$ cat config.mk
export PLATFORM = sky130hd
export DESIGN_NAME = rsa_modexp_flat
export DESIGN_NICKNAME = d
export VERILOG_FILES = /design/src/rtl/rsa_pkg.sv /design/src/rtl/rsa_modexp_if.sv /design/src/rtl/rsa_modexp_mod_mult.sv /design/src/rtl/rsa_modexp.sv /design/src/flat_wrapper.sv
export SDC_FILE = /design/constraint.sdc
export NUM_CORES = 2
export LEC_CHECK = 0
export ABC_CLOCK_PERIOD_IN_PS = 21800
export CAP_MARGIN = 10
export CORE_MARGIN = 2
export CORE_UTILIZATION = 54
export DETAILED_ROUTE_END_ITERATION = 10
export HOLD_SLACK_MARGIN = 0.1
export MAX_ROUTING_LAYER = met4
export PLACE_DENSITY = 0.73
export SLEW_MARGIN = 20
export SYNTH_ARGS = -nofsm -noshare
export SYNTH_HDL_FRONTEND = slang
export SYNTH_SLANG_ARGS = --single-unit
$ cat constraint.sdc
create_clock -name clk -period 21.8 [get_ports clk]
set_clock_uncertainty 0.05 [all_clocks]
set_input_delay 5.45 -clock clk [delete_from_list [all_inputs] [get_ports clk]]
set_output_delay 5.45 -clock clk [all_outputs]
set_load 0.005 [all_outputs]
$ cat src/rtl/rsa_pkg.sv
// Shared definitions for the RSA modular-exponentiation engine and its multipliers.
package rsa_pkg;

  typedef enum logic [2:0] {
    ST_IDLE,
    ST_CHECK,
    ST_STEP,
    ST_MUL,
    ST_DONE
  } state_t;

  localparam int unsigned ONE = 1;

  function automatic int opw(input int w);
    return 2 * w;
  endfunction

endpackage

$ cat src/rtl/rsa_modexp_if.sv
// Start/busy/done job interface between a caller and rsa_modexp.
interface rsa_modexp_if
  import rsa_pkg::*;
#(
  parameter int W = 32
);
  localparam int OPW = opw(W);

  logic           start;
  logic [OPW-1:0] n;
  logic [OPW-1:0] exp;
  logic [OPW-1:0] msg;
  logic [OPW-1:0] result;
  logic           busy;
  logic           done;
  logic           err;

  modport master (
    output start, n, exp, msg,
    input  result, busy, done, err
  );

  modport slave (
    input  start, n, exp, msg,
    output result, busy, done, err
  );
endinterface

$ cat src/rtl/rsa_modexp_mod_mult.sv
// Bit-serial interleaved modular multiplier: o_p = i_a*i_b mod i_n, MSB-first over 2W bits.
module mod_mult
  import rsa_pkg::*;
#(
  parameter  int W   = 32,
  localparam int OPW = opw(W)
) (
  input  logic           clk,
  input  logic           rst_n,
  input  logic           i_start,
  input  logic [OPW-1:0] i_a,
  input  logic [OPW-1:0] i_b,
  input  logic [OPW-1:0] i_n,
  output logic [OPW-1:0] o_p,
  output logic           o_done
);
  localparam int CW = $clog2(OPW + 1);

  logic [OPW-1:0] r_a;
  logic [OPW-1:0] r_b;
  logic [OPW-1:0] r_n;
  logic [OPW-1:0] r_acc;
  logic [OPW-1:0] r_p;
  logic [CW-1:0]  r_cnt;
  logic           r_run;
  logic           r_done;

  logic [OPW+1:0] w_n_ext;
  logic [OPW+1:0] w_sum;
  logic [OPW+1:0] w_sub1;
  logic [OPW+1:0] w_sub2;
  logic [OPW-1:0] w_next;

  // Operands are below n, so 2r+a < 3n: two conditional subtractions always suffice.
  assign w_n_ext = {2'b00, r_n};
  assign w_sum   = {1'b0, r_acc, 1'b0} + (r_b[OPW-1] ? {2'b00, r_a} : '0);
  assign w_sub1  = (w_sum >= w_n_ext) ? (w_sum - w_n_ext) : w_sum;
  assign w_sub2  = (w_sub1 >= w_n_ext) ? (w_sub1 - w_n_ext) : w_sub1;
  assign w_next  = w_sub2[OPW-1:0];

  always_ff @(posedge clk or negedge rst_n) begin
    if (!rst_n) begin
      r_a    <= '0;
      r_b    <= '0;
      r_n    <= '0;
      r_acc  <= '0;
      r_p    <= '0;
      r_cnt  <= '0;
      r_run  <= 1'b0;
      r_done <= 1'b0;
    end else begin
      r_done <= 1'b0;
      if (i_start) begin
        r_a   <= i_a;
        r_b   <= i_b;
        r_n   <= i_n;
        r_acc <= '0;
        r_cnt <= CW'(OPW - 1);
        r_run <= 1'b1;
      end else if (r_run) begin
        r_acc <= w_next;
        r_b   <= {r_b[OPW-2:0], 1'b0};
        r_cnt <= r_cnt - CW'(1);
        if (r_cnt == '0) begin
          r_run  <= 1'b0;
          r_p    <= w_next;
          r_done <= 1'b1;
        end
      end
    end
  end

  assign o_p    = r_p;
  assign o_done = r_done;
endmodule

$ cat src/rtl/rsa_modexp.sv
// RSA modular exponentiation msg^exp mod n, right-to-left square-and-multiply
// over two mod_mult instances running in parallel.
//
// state | meaning
// IDLE  | waiting for start; operands latched on start
// CHECK | reject n < 2 or msg >= n
// STEP  | finish if exponent exhausted, else launch both multipliers
// MUL   | wait for multipliers, fold results, shift exponent
// DONE  | one-cycle done pulse with registered result/err
module rsa_modexp
  import rsa_pkg::*;
#(
  parameter  int W   = 32,
  localparam int OPW = opw(W)
) (
  input  logic         clk,
  input  logic         rst_n,
  rsa_modexp_if.slave  bus
);
  state_t         r_state;
  state_t         w_next_state;

  logic [OPW-1:0] r_n;
  logic [OPW-1:0] r_exp;
  logic [OPW-1:0] r_base;
  logic [OPW-1:0] r_acc;
  logic [OPW-1:0] r_result;
  logic           r_err;

  logic           w_mul_start;
  logic           w_illegal;
  logic           w_mul_done;
  logic [OPW-1:0] w_m0_p;
  logic [OPW-1:0] w_m1_p;
  logic           w_m0_done;
  logic           w_m1_done;

  assign w_illegal  = (r_n < OPW'(2)) || (r_base >= r_n);
  assign w_mul_done = w_m0_done & w_m1_done;

  mod_mult #(.W(W)) u_mul_acc (
    .clk     (clk),
    .rst_n   (rst_n),
    .i_start (w_mul_start),
    .i_a     (r_acc),
    .i_b     (r_base),
    .i_n     (r_n),
    .o_p     (w_m0_p),
    .o_done  (w_m0_done)
  );

  mod_mult #(.W(W)) u_mul_sq (
    .clk     (clk),
    .rst_n   (rst_n),
    .i_start (w_mul_start),
    .i_a     (r_base),
    .i_b     (r_base),
    .i_n     (r_n),
    .o_p     (w_m1_p),
    .o_done  (w_m1_done)
  );

  always_comb begin
    w_next_state = r_state;
    w_mul_start  = 1'b0;
    case (r_state)
      ST_IDLE:  if (bus.start) w_next_state = ST_CHECK;
      ST_CHECK: w_next_state = w_illegal ? ST_DONE : ST_STEP;
      ST_STEP: begin
        if (r_exp == '0) begin
          w_next_state = ST_DONE;
        end else begin
          w_mul_start  = 1'b1;
          w_next_state = ST_MUL;
        end
      end
      ST_MUL:   if (w_mul_done) w_next_state = ST_STEP;
      ST_DONE:  w_next_state = ST_IDLE;
      default:  w_next_state = ST_IDLE;
    endcase
  end

  always_ff @(posedge clk or negedge rst_n) begin
    if (!rst_n) begin
      r_state  <= ST_IDLE;
      r_n      <= '0;
      r_exp    <= '0;
      r_base   <= '0;
      r_acc    <= '0;
      r_result <= '0;
      r_err    <= 1'b0;
    end else begin
      r_state <= w_next_state;
      case (r_state)
        ST_IDLE: begin
          if (bus.start) begin
            r_n    <= bus.n;
            r_exp  <= bus.exp;
            r_base <= bus.msg;
            r_acc  <= OPW'(ONE);
          end
        end
        ST_CHECK: begin
          if (w_illegal) begin
            r_acc    <= '0;
            r_result <= '0;
            r_err    <= 1'b1;
          end
        end
        ST_STEP: begin
          if (r_exp == '0) begin
            r_result <= r_acc;
            r_err    <= 1'b0;
          end
        end
        ST_MUL: begin
          if (w_mul_done) begin
            if (r_exp[0]) r_acc <= w_m0_p;
            r_base <= w_m1_p;
            r_exp  <= r_exp >> 1;
          end
        end
        default: ;
      endcase
    end
  end

  assign bus.busy   = (r_state != ST_IDLE);
  assign bus.done   = (r_state == ST_DONE);
  assign bus.result = r_result;
  assign bus.err    = r_err;
endmodule

$ cat src/flat_wrapper.sv
// flat-port wrapper written by rule: the top's interface ports become plain ports
module rsa_modexp_flat import rsa_pkg::*;
#(
  parameter  int W   = 32,
  localparam int OPW = opw(W)
)
  (clk, rst_n, bus_start, bus_n, bus_exp, bus_msg, bus_result, bus_busy, bus_done, bus_err);
  rsa_modexp_if #(.W(W)) bus_i ();
  input  logic clk;
  input  logic rst_n;
  input wire logic [$bits(bus_i.start)-1:0] bus_start;
  input wire logic [$bits(bus_i.n)-1:0] bus_n;
  input wire logic [$bits(bus_i.exp)-1:0] bus_exp;
  input wire logic [$bits(bus_i.msg)-1:0] bus_msg;
  output wire logic [$bits(bus_i.result)-1:0] bus_result;
  output wire logic [$bits(bus_i.busy)-1:0] bus_busy;
  output wire logic [$bits(bus_i.done)-1:0] bus_done;
  output wire logic [$bits(bus_i.err)-1:0] bus_err;
  assign bus_i.start = bus_start;
  assign bus_i.n = bus_n;
  assign bus_i.exp = bus_exp;
  assign bus_i.msg = bus_msg;
  assign bus_result = bus_i.result;
  assign bus_busy = bus_i.busy;
  assign bus_done = bus_i.done;
  assign bus_err = bus_i.err;
  rsa_modexp #(.W(W)) u_core (.clk(clk), .rst_n(rst_n), .bus(bus_i));
endmodule
**After elaboration in Yosys (flattened, before gate mapping)**

Cells that the tools add are included.

- Word-level logic and storage cells: 118
- Output and inout port bits: 67
- Bits in registers: 918

- Eq/ne operators: 9
- Muxes and demuxes: 53
- Bitwise gates (word level): 2
- Reductions and logical operators: 18
- Magnitude comparators: 6
- $add $sub $neg: 8

Operator list:

| kind | count |
|---|---|
| $mux W64 | 21 |
| $pmux W64 S2 | 3 |
| $ge A66 B64 Y1 | 4 |
| $pmux W64 S3 | 1 |
| $add A65 B66 Y66 | 2 |
| $mux W66 | 2 |
| $sub A66 B64 Y66 | 2 |
| $sub A64 B64 Y64 | 2 |
| $ge A64 B64 Y1 | 1 |
| $logic_not A64 Y1 | 1 |
| $lt A64 B2 Y1 const B | 1 |
| $mux W7 | 4 |
| $mux W1 | 16 |
| $logic_not A7 Y1 | 2 |
| $sub A7 B1 Y7 const B | 2 |
| $mux W3 | 4 |
| $pmux W3 S4 | 1 |
| $reduce_and A3 Y1 | 4 |
| $ne A2 B1 Y1 const B | 4 |
| $reduce_bool A2 Y1 | 4 |
| $eq A3 B2 Y1 const B | 2 |
| $reduce_bool A3 Y1 | 2 |
| $reduce_and A5 Y1 | 1 |
| $reduce_and A2 Y1 | 2 |
| other kinds (8) | 8 |

**Longest topological paths before layout**

- Word-level depth: 8
- Mapped depth: 46
- Mapped depth without buffers: 41

**Hierarchy**

Synthesis repeated with hierarchy kept, for this count alone.

- Cell total of the unflattened synthesis: 8,472
- Area total of the unflattened synthesis: 70,745.4 µm²

By module, submodules not included:

| module | seq. area each (µm²) | cells an instance | times used | area each (µm²) |
|---|---|---|---|---|
| mod_mult | 8,232.9 | 3,395 | 2 | 27,720.3 |
| rsa_modexp | 8,107.8 | 1,682 | 1 | 15,304.7 |

**Worst setup path before layout**

No wires, ideal clock.

- Path type: reg2reg
- Start point: register u_core.u_mul_acc.r_b[63]
- End point: register u_core.u_mul_acc.r_acc[63]
- Stages on the path, launching flop included: 41
- Required time: 21,613 ps
- Period minus slack after synthesis: 8,864 ps
- Data arrival time: 8,677 ps
- Path buffers: 6
- Setup slack: 12,936 ps
- Cells stage by stage: dfrtp_1 > clkbuf_1 > clkbuf_1 > and2_1 > ha_1 > a2111o_1 > a221oi_1 > and3b_1 > nor4b_1 > a31oi_1 > o21a_1 > o21a_1 > or3_1 > a21oi_1 > xnor2_1 > ha_1 > a21o_1 > a21oi_1 > (+5 left out) > buf_2 > clkbuf_1 > o21ai_0 > ha_1 > nor2b_1 > o31a_1 > nor3_1 > o31a_1 > o21ai_0 > a21oi_1 > nand2_1 > a41oi_1 > o221ai_1 > a221oi_2 > buf_2 > buf_4 > mux2i_1 > a21oi_1

- Word-level cells in the longest chain between the ends: 8

Ends and longest elaborated chain:

| what | line | RTL |
|---|---|---|
| start, declared | rsa_modexp_mod_mult.sv:20 | `logic [OPW-1:0] r_b;` |
| start signal, assigned | rsa_modexp_mod_mult.sv:55 | `r_b <= i_b;` |
| start signal, assigned | rsa_modexp_mod_mult.sv:62 | `r_b <= {r_b[OPW-2:0], 1'b0};` |
| $mux W64 * | rsa_modexp_mod_mult.sv:36 | `assign w_sum = {1'b0, r_acc, 1'b0} + (r_b[OPW-1] ? {2'b00, r_a} : '0);` |
| $add A65 B66 Y66 * | rsa_modexp_mod_mult.sv:36 |  |
| $sub A66 B64 Y66 / $ge A66 B64 Y1 (equally long branches) | rsa_modexp_mod_mult.sv:37 | `assign w_sub1 = (w_sum >= w_n_ext) ? (w_sum - w_n_ext) : w_sum;` |
| $mux W66 * | rsa_modexp_mod_mult.sv:37 |  |
| $sub A64 B64 Y64 / $ge A66 B64 Y1 (equally long branches) | rsa_modexp_mod_mult.sv:38 | `assign w_sub2 = (w_sub1 >= w_n_ext) ? (w_sub1 - w_n_ext) : w_sub1;` |
| $mux W64 * | rsa_modexp_mod_mult.sv:38 |  |
| $mux W64 * | rsa_modexp_mod_mult.sv:60 | `end else if (r_run) begin` |
| $mux W64 * | rsa_modexp_mod_mult.sv:53 | `if (i_start) begin` |
| end signal, assigned | rsa_modexp_mod_mult.sv:61 | `r_acc <= w_next;` |
| end, declared | rsa_modexp_mod_mult.sv:22 | `logic [OPW-1:0] r_acc;` |

Every way passes the cells marked *; elsewhere a longest branch is shown, timed or not. The select of a mux whose other input is x is not followed.
A chain may end at the register's enable or synchronous reset.

**Worst setup path in the final report**

- Start point: register u_core.u_mul_acc.r_b[63]
- End point: register u_core.u_mul_acc.r_p[16] (netlist: u_core.u_mul_acc.o_p[16])

- Word-level cells in the longest chain between the ends: 6

Ends and longest elaborated chain:

| what | line | RTL |
|---|---|---|
| $mux W64 * | rsa_modexp_mod_mult.sv:36 |  |
| $add A65 B66 Y66 * | rsa_modexp_mod_mult.sv:36 |  |
| $sub A66 B64 Y66 / $ge A66 B64 Y1 (equally long branches) | rsa_modexp_mod_mult.sv:37 |  |
| $mux W66 * | rsa_modexp_mod_mult.sv:37 |  |
| $sub A64 B64 Y64 / $ge A66 B64 Y1 (equally long branches) | rsa_modexp_mod_mult.sv:38 |  |
| $mux W64 * | rsa_modexp_mod_mult.sv:38 |  |
| end signal, assigned | rsa_modexp_mod_mult.sv:66 | `r_p <= w_next;` |
| end, declared | rsa_modexp_mod_mult.sv:23 | `logic [OPW-1:0] r_p;` |

Every way passes the cells marked *; elsewhere a longest branch is shown, timed or not.

==> key figures <==
Placed design
  • Placer Congestion: 0.991
  • Port buffer count: around 260
  • Detail Placement HPWL: 151,000 um

Synthesis
  • Post-synth top area share: 0.365
  • Post-synth top area cell: dfrtp_1
  • Post-synth ARST share: 1.00
  • Commonest cells post-synth: nand2_1 (1,185), dfrtp_1 (918), a21oi_1 (755)
  • Synth Instances: 7,542
  • Mapped Avg Cell Area: 8.35 um2
  • Register area share after synthesis: 0.365
  • Most frequent cell after synthesis: nand2_1
  • Post-Syn Area: 0.0630 mm2
  • Flops & latches, synth: 918
  • Syn Nets: between 8,000 and 9,000
  • Distinct cells, synth: 88
  • Total number of yosys warnings: 0
  • Area contributors post-synth: dfrtp_1 (36%), ha_1 (8.9%), nand2_1 (7.1%)
  • Post-synth EDFFs: 0
  • Primary FF master, synth: dfrtp_1

Worst setup path
  • R2R depth: 43
  • Worst r2r src: u_core.u_mul_acc.r_b[63]$_DFFE_PN0P_
  • Crit path top cell by count: a21oi_1
  • CP Max Fanout: 78
  • Crit path DAT: 13.11 ns
  • Worst setup path startpoint: u_core.u_mul_acc.r_b[63]$_DFFE_PN0P_
  • Family with the most delay on the worst path: compound AO/OA/AOI/OAI gates
  • CP endpoint: u_core.u_mul_acc.o_p[16]$_DFFE_PN0P_
  • Setup slack, reg-to-reg: 9.17 ns
  • Critical path class: register to register
  • CP Buf/Inv Count: 6
  • Max stage delay on crit path: 0.71 ns
  • Crit. End Element: register
  • Slowest stage cell on the critical path: buf_4
  • Required @ worst endpoint: 22.27 ns
  • Startpoint Class: register
  • RR Endpoint: u_core.u_mul_acc.o_p[16]$_DFFE_PN0P_
  • Critical Path Stages: 43

Clocking
  • Root Buffer: clkbuf_16
  • Clk_lat worst skew: 0.70 ns
  • CTS tree: yes
  • Post CTS Setup Buffer Count: 0
  • TritonCTS buffer count: 97
  • # hold bufs at CTS: 0
  • Post-CTS Resized: 0
  • Htree depth: 3
  • Clock slew at reported path FFs: about 0.06 ns
  • Longest Clk Path Bufs: 3
  • CTS sink cnt: 918

STA
  • Slew HR: 0.212
  • Setup TNS: 0 ns
  • Tightest Pin Transition: 1.17 ns
  • Final Hold Viols: 0
  • Final setup violation count: 0
  • Final Max Tran Viols: 0
  • Min Tclk post-route: 12.63 ns
  • Crit share post-route: 0.579
  • Setup repair after global routing missed its margin: false
  • Fmax: 79.2 MHz

GRT
  • First-pass GRT wire length: around 310,000 um
  • Number of global-route vias before repair: approximately 53,000
  • Total grt overflow: 0
  • Global Route Usage Sum: 0.332
  • Pin count of the biggest net entering global routing: 155
  • Antenna violations before repair: 3

Detailed routing
  • Drt first pass iters: 7
  • Drt initial violations: about 5,400
  • Total wire length: just under 200,000 um
  • Routed Antenna Nets: 0
  • DR vias: between 50,000 and 60,000
  • Wire per inst: between 20 and 25 um
  • Via-to-Cell Ratio: between 6 and 7
  • Residual DRC: 0

Die
  • Die extent in x: 346 um
  • Core ar.: 0.116 mm2
  • Starting Density: 0.544
  • Row Count: 125
  • Die area: 0.119 mm2
  • IO Count: between 200 and 300
  • Die H: between 300 and 400 um

Hold path
  • Hold Crit Start: u_core.u_mul_acc.r_a[6]$_DFFE_PN0P_
  • Hold path cells: 2
  • Worst Hold Class: register to register

Outcome
  • Status: finished clean

Final layout
  • Nets: between 8,000 and 9,000
  • ANT cells: 0
  • # fillers: 10,340
  • Seq. cell area: 0.0230 mm2
  • Synth-to-layout area growth: 10.8%
  • Fraction of layout cells with a size suffix above 1: 0.0494
  • Area of the multi-input gates: between 0.03 and 0.04 mm2

Flow run
  • Max-Cap Viols: 0
[layout by cell type, fill, tap and decap left out, types with 202 or more instances in the layout]
master | netlist | routed
dfrtp_1 | 918 | 916
xnor2_1 | 226 | 226
nand2_1 | 1185 | 1181
nor2_1 | 509 | 508
clkdlybuf4s50_1 | 0 | 260
mux2i_1 | 279 | 279
a21o_1 | 202 | 202
inv_1 | 321 | 321
o21ai_0 | 639 | 639
a21oi_1 | 755 | 755
ha_1 | 450 | 450
[cells by family (layout without fill, tap and decap cells)]
family | count (synthesis) | in the layout | share of synthesized area
adder cells (fa/ha/maj) | 456 | 456 | 0.0913
flip-flops | 918 | 918 | 0.365
XOR/XNOR | 364 | 364 | 0.0506
multiplexers | 323 | 323 | 0.0523
buffers and inverters | 735 | 811 | 0.0453
AO/OA/AOI/OAI | 2314 | 2314 | 0.223
AND/OR/NAND/NOR | 2432 | 2432 | 0.173
[layout make-up]
| cell class | instances | area share |
|---|---|---|
| Multi-Input combinational cell | 5889 | 0.534 |
| Sequential cell | 918 | 0.329 |
| Timing Repair Buffer | 315 | 0.0441 |
| Clock buffer | 129 | 0.0394 |
| Tap cell | 1524 | 0.0273 |
| Inverter | 322 | 0.0173 |
| Clock inverter | 45 | 0.00892 |
[through the flow]
| stage | std cells | hold WS, ns | cell area, um2 | utilization | setup slack (ns) |
|---|---|---|---|---|---|
| 2_1_floorplan | 7542 | 0.388 | 63000 | - | 12.94 |
| 3_3_place_gp | 8966 | 0.402 | 66400 | 0.573 | 8.50 |
| 3_5_place_dp | 8967 | 0.411 | 66400 | 0.573 | 9.35 |
| 4_1_cts | 9141 | 0.426 | 69800 | 0.602 | 9.34 |
| 5_1_grt | 9142 | 0.444 | 69800 | 0.602 | 8.51 |
| 6_report | 9142 | 0.422 | 69800 | 0.602 | 9.17 |
[worst min path at each step]
stage	endpoint	slack (ns)
2_1_floorplan	u_core.u_mul_sq.r_a[10]$_DFFE_PN0P_	0.39
3_3_place_gp	u_core.u_mul_sq.r_a[63]$_DFFE_PN0P_	0.40
3_5_place_dp	u_core.u_mul_sq.r_a[55]$_DFFE_PN0P_	0.41
4_1_cts	u_core.u_mul_sq.r_a[55]$_DFFE_PN0P_	0.43
5_1_grt	u_core.u_mul_acc.o_p[52]$_DFFE_PN0P_	0.44
6_report	u_core.u_mul_acc.r_a[6]$_DFFE_PN0P_	0.42
[routing by layer]
metal  up-vias  share of wire  GRT usage
met5         -              0          -
met4         0          0.023     0.0808
met3       221          0.068     0.0387
met2      2007           0.43      0.478
met1     26993           0.48      0.496
li1      26648              -          -
[registers in the layout, indices dropped and copies added (netlist names), 64 cells and up]
register / count
u_core.u_mul_sq.r_acc: 64
u_core.r_n: 64
u_core.r_exp: 64
u_core.u_mul_acc.r_n: 64
u_core.u_mul_acc.r_a: 64
u_core.r_base: 64
u_core.bus.result: 64
u_core.u_mul_acc.o_p: 64
u_core.u_mul_sq.r_b: 64
u_core.r_acc: 64
u_core.u_mul_sq.r_a: 64
u_core.u_mul_sq.o_p: 64
u_core.u_mul_acc.r_b: 64
u_core.u_mul_acc.r_acc: 64
[tightest hold or removal path: cells and delay by family (launching register included)]
kind | cells | cell delay, ns
compound gates | 1 | 0.06
simple gates | 1 | 0.04
flops | 1 | 0.34
Power is left out: the tool's default activity adds up to more than one toggle a clock period on the data nets, which glitch-free logic cannot reach.
